**src/rtl/mm_pkg.sv**
```systemverilog
// Shared types and width helpers for the matrix multiplier.
package mm_pkg;

    typedef enum logic [2:0] {
        IDLE  = 3'd0,
        ZLOAD = 3'd1,
        ISSUE = 3'd2,
        DRAIN = 3'd3,
        WRITE = 3'd4,
        DONE  = 3'd5
    } mm_state_e;

    // Accumulator width: full product plus 16 guard bits for the K-term sum.
    function automatic int unsigned acc_width(input int unsigned data_width);
        return 2 * data_width + 16;
    endfunction

endpackage

```
**src/rtl/mm_pipe_mult.sv**
```systemverilog
// Signed DATA_WIDTH x DATA_WIDTH multiplier with MUL_LAT register stages.
module mm_pipe_mult #(
    parameter int unsigned DATA_WIDTH = 32,
    parameter int unsigned MUL_LAT    = 1
) (
    input  logic                           clk,
    input  logic signed [DATA_WIDTH-1:0]   a,
    input  logic signed [DATA_WIDTH-1:0]   b,
    output logic signed [2*DATA_WIDTH-1:0] p
);

    localparam int unsigned PROD_WIDTH = 2 * DATA_WIDTH;

    logic signed [PROD_WIDTH-1:0] a_ext;
    logic signed [PROD_WIDTH-1:0] b_ext;
    logic signed [PROD_WIDTH-1:0] stage [MUL_LAT];

    assign a_ext = {{DATA_WIDTH{a[DATA_WIDTH-1]}}, a};
    assign b_ext = {{DATA_WIDTH{b[DATA_WIDTH-1]}}, b};

    // Product enters stage 0, then shifts down the pipe; data needs no reset.
    always_ff @(posedge clk) begin
        stage[0] <= a_ext * b_ext;
        for (int unsigned s = 1; s < MUL_LAT; s++) begin
            stage[s] <= stage[s-1];
        end
    end

    assign p = stage[MUL_LAT-1];

endmodule

```
**src/rtl/matrix_multiplier_v3.sv**
```systemverilog
// Sequential Z = (acc ? Z : 0) + X*Y engine over row-major matrices in external RAMs.
module matrix_multiplier_v3 #(
    parameter int unsigned ADDR_WIDTH = 32,
    parameter int unsigned DATA_WIDTH = 32,
    parameter int unsigned RAM_LAT    = 1,
    parameter int unsigned MUL_LAT    = 1,
    parameter int unsigned FRAC_BITS  = 0
) (
    input  logic                  clk,
    input  logic                  rst,
    input  logic                  start,
    input  logic                  acc_mode,
    input  logic [ADDR_WIDTH-1:0] m_rows,
    input  logic [ADDR_WIDTH-1:0] n_cols,
    input  logic [ADDR_WIDTH-1:0] k_inner,
    input  logic [ADDR_WIDTH-1:0] x_base,
    input  logic [ADDR_WIDTH-1:0] y_base,
    input  logic [ADDR_WIDTH-1:0] z_base,
    input  logic [DATA_WIDTH-1:0] x_data,
    input  logic [DATA_WIDTH-1:0] y_data,
    input  logic [DATA_WIDTH-1:0] z_rdata,
    output logic [ADDR_WIDTH-1:0] x_addr,
    output logic [ADDR_WIDTH-1:0] y_addr,
    output logic [ADDR_WIDTH-1:0] z_addr,
    output logic [DATA_WIDTH-1:0] z_wdata,
    output logic                  z_wen,
    output logic                  busy,
    output logic                  done,
    output logic                  overflow
);
    import mm_pkg::*;

    localparam int unsigned ACC_WIDTH  = acc_width(DATA_WIDTH);
    localparam int unsigned PROD_WIDTH = 2 * DATA_WIDTH;
    localparam int unsigned PIPE_LAT   = RAM_LAT + MUL_LAT;
    localparam logic signed [ACC_WIDTH-1:0] SAT_MAX =
        {{(ACC_WIDTH-DATA_WIDTH+1){1'b0}}, {(DATA_WIDTH-1){1'b1}}};
    localparam logic signed [ACC_WIDTH-1:0] SAT_MIN = ~SAT_MAX;

    mm_state_e state, state_nxt;

    logic [ADDR_WIDTH-1:0] m_r, n_r, k_r, y_base_r;
    logic [ADDR_WIDTH-1:0] x_row, y_col, i_cnt, j_cnt, cnt;
    logic                  acc_r;
    logic [PIPE_LAT-1:0]   vld_sr;
    logic signed [ACC_WIDTH-1:0]  acc;
    logic signed [PROD_WIDTH-1:0] prod;

    logic                  zero_dim_c, row_wrap_c, last_elem_c, sat_hit_c;
    logic [ADDR_WIDTH-1:0] x_row_nxt_c, y_col_nxt_c, elem_x_c, elem_y_c;
    logic signed [ACC_WIDTH-1:0] prod_ext_c, zpre_c, acc_sum_c, shifted_c;
    logic [DATA_WIDTH-1:0] sat_c;

    mm_pipe_mult #(
        .DATA_WIDTH (DATA_WIDTH),
        .MUL_LAT    (MUL_LAT)
    ) u_mult (
        .clk (clk),
        .a   ($signed(x_data)),
        .b   ($signed(y_data)),
        .p   (prod)
    );

    assign zero_dim_c  = (m_rows == '0) || (n_cols == '0) || (k_inner == '0);
    assign row_wrap_c  = (j_cnt == n_r - ADDR_WIDTH'(1));
    assign last_elem_c = row_wrap_c && (i_cnt == m_r - ADDR_WIDTH'(1));
    assign x_row_nxt_c = row_wrap_c ? x_row + k_r : x_row;
    assign y_col_nxt_c = row_wrap_c ? y_base_r : y_col + ADDR_WIDTH'(1);

    assign prod_ext_c = {{(ACC_WIDTH-PROD_WIDTH){prod[PROD_WIDTH-1]}}, prod};
    assign zpre_c     = {{(ACC_WIDTH-DATA_WIDTH){z_rdata[DATA_WIDTH-1]}}, z_rdata} <<< FRAC_BITS;
    assign acc_sum_c  = acc + (vld_sr[PIPE_LAT-1] ? prod_ext_c : '0);
    assign shifted_c  = acc_sum_c >>> FRAC_BITS;

    // State register.
    always_ff @(posedge clk) begin
        if (rst) state <= IDLE;
        else     state <= state_nxt;
    end

    // Next-state logic; phase lengths are timed by cnt, which restarts on every state change.
    always_comb begin
        state_nxt = state;
        case (state)
            IDLE:    if (start) state_nxt = zero_dim_c ? DONE : (acc_mode ? ZLOAD : ISSUE);
            ZLOAD:   if (cnt == ADDR_WIDTH'(RAM_LAT)) state_nxt = ISSUE;
            ISSUE:   if (cnt == k_r - ADDR_WIDTH'(1)) state_nxt = DRAIN;
            DRAIN:   if (cnt == ADDR_WIDTH'(PIPE_LAT - 1)) state_nxt = WRITE;
            WRITE:   state_nxt = last_elem_c ? DONE : (acc_r ? ZLOAD : ISSUE);
            DONE:    state_nxt = IDLE;
            default: state_nxt = IDLE;
        endcase
    end

    // First X/Y address of the upcoming element, depending on where ISSUE is entered from.
    always_comb begin
        elem_x_c = x_row;
        elem_y_c = y_col;
        if (state == IDLE) begin
            elem_x_c = x_base;
            elem_y_c = y_base;
        end else if (state == WRITE) begin
            elem_x_c = x_row_nxt_c;
            elem_y_c = y_col_nxt_c;
        end
    end

    // Round-to--inf shift result clamped to the signed DATA_WIDTH range.
    always_comb begin
        sat_hit_c = 1'b0;
        sat_c     = shifted_c[DATA_WIDTH-1:0];
        if (shifted_c > SAT_MAX) begin
            sat_hit_c = 1'b1;
            sat_c     = SAT_MAX[DATA_WIDTH-1:0];
        end else if (shifted_c < SAT_MIN) begin
            sat_hit_c = 1'b1;
            sat_c     = SAT_MIN[DATA_WIDTH-1:0];
        end
    end

    // Status outputs, phase counter, product tagging and accumulator.
    always_ff @(posedge clk) begin
        if (rst) begin
            busy   <= 1'b0;
            done   <= 1'b0;
            z_wen  <= 1'b0;
            cnt    <= '0;
            vld_sr <= '0;
            acc    <= '0;
        end else begin
            busy   <= (state_nxt != IDLE);
            done   <= (state_nxt == DONE);
            z_wen  <= (state == DRAIN) && (state_nxt == WRITE);
            cnt    <= (state_nxt == state) ? cnt + ADDR_WIDTH'(1) : '0;
            vld_sr <= {vld_sr[PIPE_LAT-2:0], state == ISSUE};
            if (state == ZLOAD && state_nxt == ISSUE)  acc <= zpre_c;
            else if (state == WRITE || state == IDLE)  acc <= '0;
            else                                       acc <= acc_sum_c;
        end
    end

    // Config capture, element walk and address/result registers.
    always_ff @(posedge clk) begin
        if (rst) begin
            m_r      <= '0;
            n_r      <= '0;
            k_r      <= '0;
            acc_r    <= 1'b0;
            y_base_r <= '0;
            x_row    <= '0;
            y_col    <= '0;
            i_cnt    <= '0;
            j_cnt    <= '0;
            x_addr   <= '0;
            y_addr   <= '0;
            z_addr   <= '0;
            z_wdata  <= '0;
            overflow <= 1'b0;
        end else begin
            if (state == IDLE && start) begin
                m_r      <= m_rows;
                n_r      <= n_cols;
                k_r      <= k_inner;
                acc_r    <= acc_mode;
                y_base_r <= y_base;
                x_row    <= x_base;
                y_col    <= y_base;
                z_addr   <= z_base;
                i_cnt    <= '0;
                j_cnt    <= '0;
                overflow <= 1'b0;
            end
            if (state == DRAIN && state_nxt == WRITE) begin
                z_wdata <= sat_c;
                if (sat_hit_c) overflow <= 1'b1;
            end
            if (state == WRITE) begin
                z_addr <= z_addr + ADDR_WIDTH'(1);
                x_row  <= x_row_nxt_c;
                y_col  <= y_col_nxt_c;
                if (row_wrap_c) begin
                    j_cnt <= '0;
                    i_cnt <= i_cnt + ADDR_WIDTH'(1);
                end else begin
                    j_cnt <= j_cnt + ADDR_WIDTH'(1);
                end
            end
            if (state_nxt == ISSUE) begin
                if (state == ISSUE) begin
                    x_addr <= x_addr + ADDR_WIDTH'(1);
                    y_addr <= y_addr + n_r;
                end else begin
                    x_addr <= elem_x_c;
                    y_addr <= elem_y_c;
                end
            end
        end
    end

endmodule

```
**config.mk**
```make
export PLATFORM = sky130hd
export DESIGN_NAME = matrix_multiplier_v3
export DESIGN_NICKNAME = d
export VERILOG_FILES = /design/src/rtl/mm_pkg.sv /design/src/rtl/mm_pipe_mult.sv /design/src/rtl/matrix_multiplier_v3.sv
export SDC_FILE = /design/constraint.sdc
export NUM_CORES = 2
export LEC_CHECK = 0
export CAP_MARGIN = 30
export CORE_UTILIZATION = 30
export CTS_CLUSTER_DIAMETER = 150
export DETAILED_ROUTE_END_ITERATION = 8
export PLACE_DENSITY = 0.46
export SETUP_SLACK_MARGIN = 0.05
export SYNTH_ARGS = -nofsm -noshare
export SYNTH_HDL_FRONTEND = slang
export SYNTH_SLANG_ARGS = --single-unit
```
**constraint.sdc**
```tcl
create_clock -name clk -period 8.46 [get_ports clk]
set_clock_uncertainty 0.2 [all_clocks]
set_input_delay 0.846 -clock clk [delete_from_list [all_inputs] [get_ports clk]]
set_output_delay 0.846 -clock clk [all_outputs]
set_load 0.02 [all_outputs]
```
## Yosys cells after proc, flatten, opt, wreduce, memory -nomap -nowiden

Memories as Yosys holds them, arrays and structs flattened.
Cells that the tools add are included.

- Logic and storage cells: 103
- Flip-flop bits (word level): 506
- Memory bits (writable): 64
- Output and inout port bits: 132
- Memories: 1
- Input bits: 292

- Bitwise gates (word level): 1
- $add $sub $neg: 12
- Mux-type cells: 39
- Reductions and logical operators: 14
- Eq/ne operators: 12
- $mul: 1
- Magnitude comparators: 2

Memories:

| name | words | bits a word | rd ports | clocked after memory_dff | write ports | line | source |
|---|---|---|---|---|---|---|---|
| u_mult.stage | 1 | 64 | 1 | 0 | 1 | mm_pipe_mult.sv:16 | `logic signed [PROD_WIDTH-1:0] stage [MUL_LAT];` |

Operators by type and width:

| kind | count |
|---|---|
| two-way mux 32 bit | 22 |
| two-way mux 80 bit | 3 |
| adder 32 x 1 -> 32 bit, second input constant | 6 |
| equality test 32 bit | 3 |
| logical NOT 32 bit | 3 |
| subtractor 32 x 1 -> 32 bit, second input constant | 3 |
| adder 80 bit | 1 |
| > comparator 80 x 32 -> 1 bit, second input constant | 1 |
| < comparator 80 x 32 -> 1 bit, second input constant | 1 |
| adder 32 bit | 2 |
| multiplier 32 x 32 -> 64 bit | 1 |
| equality test 32 x 1 -> 1 bit, second input constant | 1 |
| two-way mux 3 bit | 6 |
| one-hot mux 3 bit (5 select lines) | 1 |
| equality test 3 x 2 -> 1 bit, second input constant | 3 |
| equality test 3 bit, second input constant | 3 |
| two-way mux 1 bit | 5 |
| logical AND 1 bit | 4 |
| two-way mux 2 bit | 2 |
| equality test 3 x 1 -> 1 bit, second input constant | 1 |
| equality test 3 bit | 1 |
| logical NOT 3 bit | 1 |
| logical OR 1 bit | 3 |
| nonzero test 3 bit | 1 |
| 3 further kinds | 3 |

## Logic depth before layout (Yosys ltp)

- Depth in word-level cells: 9
- Gate-level depth with buffers: 31
- Depth with buffers taken out: 30

## Modules after synthesis

A second synthesis with hierarchy kept.

- Cell total of the unflattened synthesis: 9052
- Area, all modules: 74292.5 sq um

By module, submodules not included:

| module | area an instance (sq um) | instances | cells an instance |
|---|---|---|---|
| mm_pipe_mult | 37415.9 | 1 | 3932 |
| matrix_multiplier_v3 | 36876.6 | 1 | 5120 |

## Worst setup path after synthesis

No wires, ideal clock.

- Path kind: input -> register
- Start point: in x_data[31]
- End point: mem u_mult.stage[0][60] (netlist name)
- Stages: 27
- Library setup time: 119 ps
- Path slack: -14 ps
- Arrival: 8155 ps
- Path through: clkbuf_1 > nand2_1 > inv_1 > fa_1 > inv_1 > fa_1 > inv_1 > fa_1 > fa_1 > inv_1 > fa_1 > inv_1 > fa_1 > inv_1 > fa_1 > inv_1 > fa_1 > ha_1 > a21oi_1 > nand2_1 > nand3_1 > or3_1 > o211ai_1 > nand2_1 > or2_2 > a311o_1 > xnor2_1

- Word-level cells in the longest chain between the ends: 1

Ends and longest elaborated chain:

| item | line | source |
|---|---|---|
| start: declaration | matrix_multiplier_v3.sv:19 | `input logic [DATA_WIDTH-1:0] x_data,` |
| multiplier 32 x 32 -> 64 bit | mm_pipe_mult.sv:23 | `stage[0] <= a_ext * b_ext;` |
| end: declaration | mm_pipe_mult.sv:16 |  |

No other way between the ends.

## Final worst setup path

- Start point: in y_data[11]
- End point: mem u_mult.stage[0][60] (netlist name)

- Word-level cells in the longest chain between the ends: 1

Ends and longest elaborated chain:

| item | line | source |
|---|---|---|
| start: declaration | matrix_multiplier_v3.sv:20 | `input logic [DATA_WIDTH-1:0] y_data,` |
| multiplier 32 x 32 -> 64 bit | mm_pipe_mult.sv:23 |  |

No other way between the ends.

==> impl_metrics.yaml <==
logic_synthesis:
  avgSynthCellArea_um2: 8.28
  synthXorXnorAreaFrac_pct: 4.43
  synthMuxAreaShare_pct: 0.548
  synth_edf_count: 0
  syn_inst: 8708
  synth_fp_nets: 10400
  synthesis.area_mm2: 0.0721
  synth_compound_area_share_pct: 14.0
  ys_seq_area_share_pct: 15.8
  synth_fa_ha_area_share_pct: 35.9
  synth_area_leaders: "fa_1 (30%), dfxtp_1 (16%), nand2_1 (6.6%)"
  yosys.area_share.simple_pct: 21.3
  async_flop_share_pct: 0
  ys.flop_type: "dfxtp_1"
  ys_types: 105
  ys_warn_count: 0
  synthMostInstantiatedCell: "nand2_1"
  ys_seq_elements: 570
  synth.top_cell.area_share_pct: 30.1
  synth_top_family_by_area: "adder cells"
  synth_commonest_cells: "nand2_1 (1263), fa_1 (1085), inv_1 (1019)"
  synth_area_leader_cell: "fa_1"
setup_path:
  cpPeakStageDelay_ns: 0.57
  r2r-end: "z_wdata[6]"
  endpoint_kind: "flop"
  slowest_stage: "fa_2"
  crit_fanout: 10
  cp-endpoint: "u_mult.stage[0][60]"
  crit_type: "input pin to flop"
  cp.required_ns: 8.80
  cp_num_buf_inv: 8
  r2r-start: "vld_sr[1]"
  cp_common_cell: "fa_1"
  cp-start-kind: "input pin"
  cp.depth: 30
  critPathArrivalTime_ns: 8.69
  r2r_setup_slack_ns: 1.64
  r2r_cells: 19
  crit_family: "adder cells"
  crit_start: "y_data[11]"
floorplanning:
  rows: 179
  core_mm2: 0.239
  ios: 424
  fp.dieArea_mm2: 0.242
  fp.dieW_um: 492
  start_util_pct: 30.2
  die_h_um: 492
cts:
  cts_root_buffer: "clkbuf_16"
  clk_latency_ns: 0.67
  clock_sinks: 570
  htree_levels: 3
  cts.clk_slew.worst_paths_ns: 0.06
  numCtsBuffers: 76
  cts_tree: "built"
  cts.path.max_buffers: 3
  cts_hold_buf: 0
layout:
  area_growth_pct: 19.9
  final_util_pct: 36.3
  regArea_mm2: 0.0114
  finish.net_count: 10900
  drive_above_1_share_pct: 8.68
  multi_input_area_mm2: 0.0554
  nFillCells: 24700
sta:
  relSlewSlack_pct: 34.9
  finalCritPeriodShare_pct: 98.7
  tightest_slew_ns: 0.976
  finalCriticalPeriod_ns: 8.35
  fmax_mhz: 120
  hold_viol: 0
  finalWorstSetupSlack_ns: 0.110
  finalMaxSlewViolations: 0
  tns_ns: 0
  setup_viol: 0
  rsz0062_at_grt: "yes"
place:
  dp_worst_setup_slack_ns: -1.01
  io_buffer_count: 423
  dp_hpwl_um: 211000
  gp_congestion: 0.919
detailed_routing:
  routedWlPerCell_um: 21.2
  final_antenna_net_count: 0
  via_count: 63500
  dr.pass1.iters: 5
  drc: 0
  viasPerCell: 5.09
  drt_first_iter_violations: 4151
  finalWirelength_um: 264000
flow_run:
  cap_violations: 0
grt:
  grt_pass1_wl_um: 401000
  grt_overflow: 0
  antenna_found_initial: 24
  track_usage_pct: 21.3
  grt_start_max_net_pins: 175
  grt_pass1_vias: 65200
status:
  status: "finished, final reports clean"
hold_path:
  hold_class: "flop to flop"
cell usage in the layout, fill, tap and decap left out, types with 104 or more instances in the layout:
cell type | netlist | routed
dfxtp_1 | 570 | 569
o21ai_0 | 281 | 270
fa_1 | 1085 | 1065
a21o_1 | 104 | 104
clkdlybuf4s50_1 | 0 | 391
buf_4 | 4 | 410
nor3_1 | 136 | 133
ha_1 | 335 | 326
nand2_1 | 1263 | 1253
a21oi_1 | 653 | 648
xnor2_1 | 214 | 214
and2_1 | 616 | 608
inv_1 | 1019 | 1008
nand3_1 | 132 | 131
xor2_1 | 149 | 149
and3_1 | 109 | 108
nor2_1 | 517 | 503
per-stage QoR:
stage	hold WS (ns)	instance area, um^2	instances
after floorplan	0.214	72100	8708
after global placement	0.242	82800	12300
after detailed placement	0.247	82800	12300
after CTS	0.254	85700	12400
after global routing	0.268	86500	12500
final	0.255	86500	12500
layout make-up:
cell class | instances | share of cell area, %
Clock buffer | 116 | 2.62
Inverter | 1022 | 4.44
Clock inverter | 20 | 0.347
Timing Repair Buffer | 939 | 10.7
Multi-Input combinational cell | 6620 | 64.1
Antenna cell | 10 | 0.0289
Sequential cell | 570 | 13.2
Tap cell | 3167 | 4.58
layer usage:
metal  GRT usage [%]  up-vias  part of all wire, %
li1                -    29500                    -
met1            28.3    31900                   44
met2            35.7     1746                   47
met3            2.52      338                  5.0
met4            7.21        4                  3.5
met5               0        -               0.0095
sequential cells by signal, indices dropped and copies added (netlist names), 2 cells and up:
signal	cells
acc	80
u_mult.stage	64
cnt	32
i_cnt	32
j_cnt	32
k_r	32
m_r	32
n_r	32
x_addr	32
x_row	32
y_addr	32
y_base_r	32
y_col	32
z_addr	32
z_wdata	32
state	3
vld_sr	2
worst reg2reg max path, cell delays in order, from the launching register on:
cell      delay (ns)
dfxtp_1         0.39
buf_16          0.19
and2_1          0.17
ha_1            0.32
and2_1          0.23
a221o_1         0.35
o21ai_1         0.37
a31oi_1         0.28
nor4_1          0.70
nor4b_1         0.31
nor3_1          0.11
or3_1           0.41
or4_1           0.44
nor4_1          0.42
nand4b_1        0.17
o41ai_2         0.54
buf_4           0.24
and2_1          0.40
buf_4           0.34
a21oi_1         0.12
worst min path at each step:
stage	from	to	slack, ns	cells after the start
floorplan	vld_sr[0]	vld_sr[1]	0.21	1
global placement	y_base_r[30]	y_base_r[30]	0.24	2
detailed placement	y_base_r[12]	y_base_r[12]	0.25	2
CTS	y_base_r[12]	y_base_r[12]	0.25	2
global route	y_base_r[6]	y_base_r[6]	0.27	2
finish	y_base_r[12]	y_base_r[12]	0.25	2
cells by family (layout without fill, tap and decap cells):
family,after synthesis,after routing
simple gates,3177,3177
compound gates,1620,1620
buf+inv,1518,2097
fa+ha+maj,1420,1420
flops,570,570
xor+xnor,364,364
mux,39,39
other cells,0,10
timing repair:
action                     4_1_cts  5_1_grt
setup buffers                    9       16
resized for setup               81      115
setup endpoints to repair       15       14
gates cloned                     3        5
pin swaps                       41       57
Power is not shown: default switching activity piles up to over one toggle a cycle in this logic, so the estimate is an artifact.
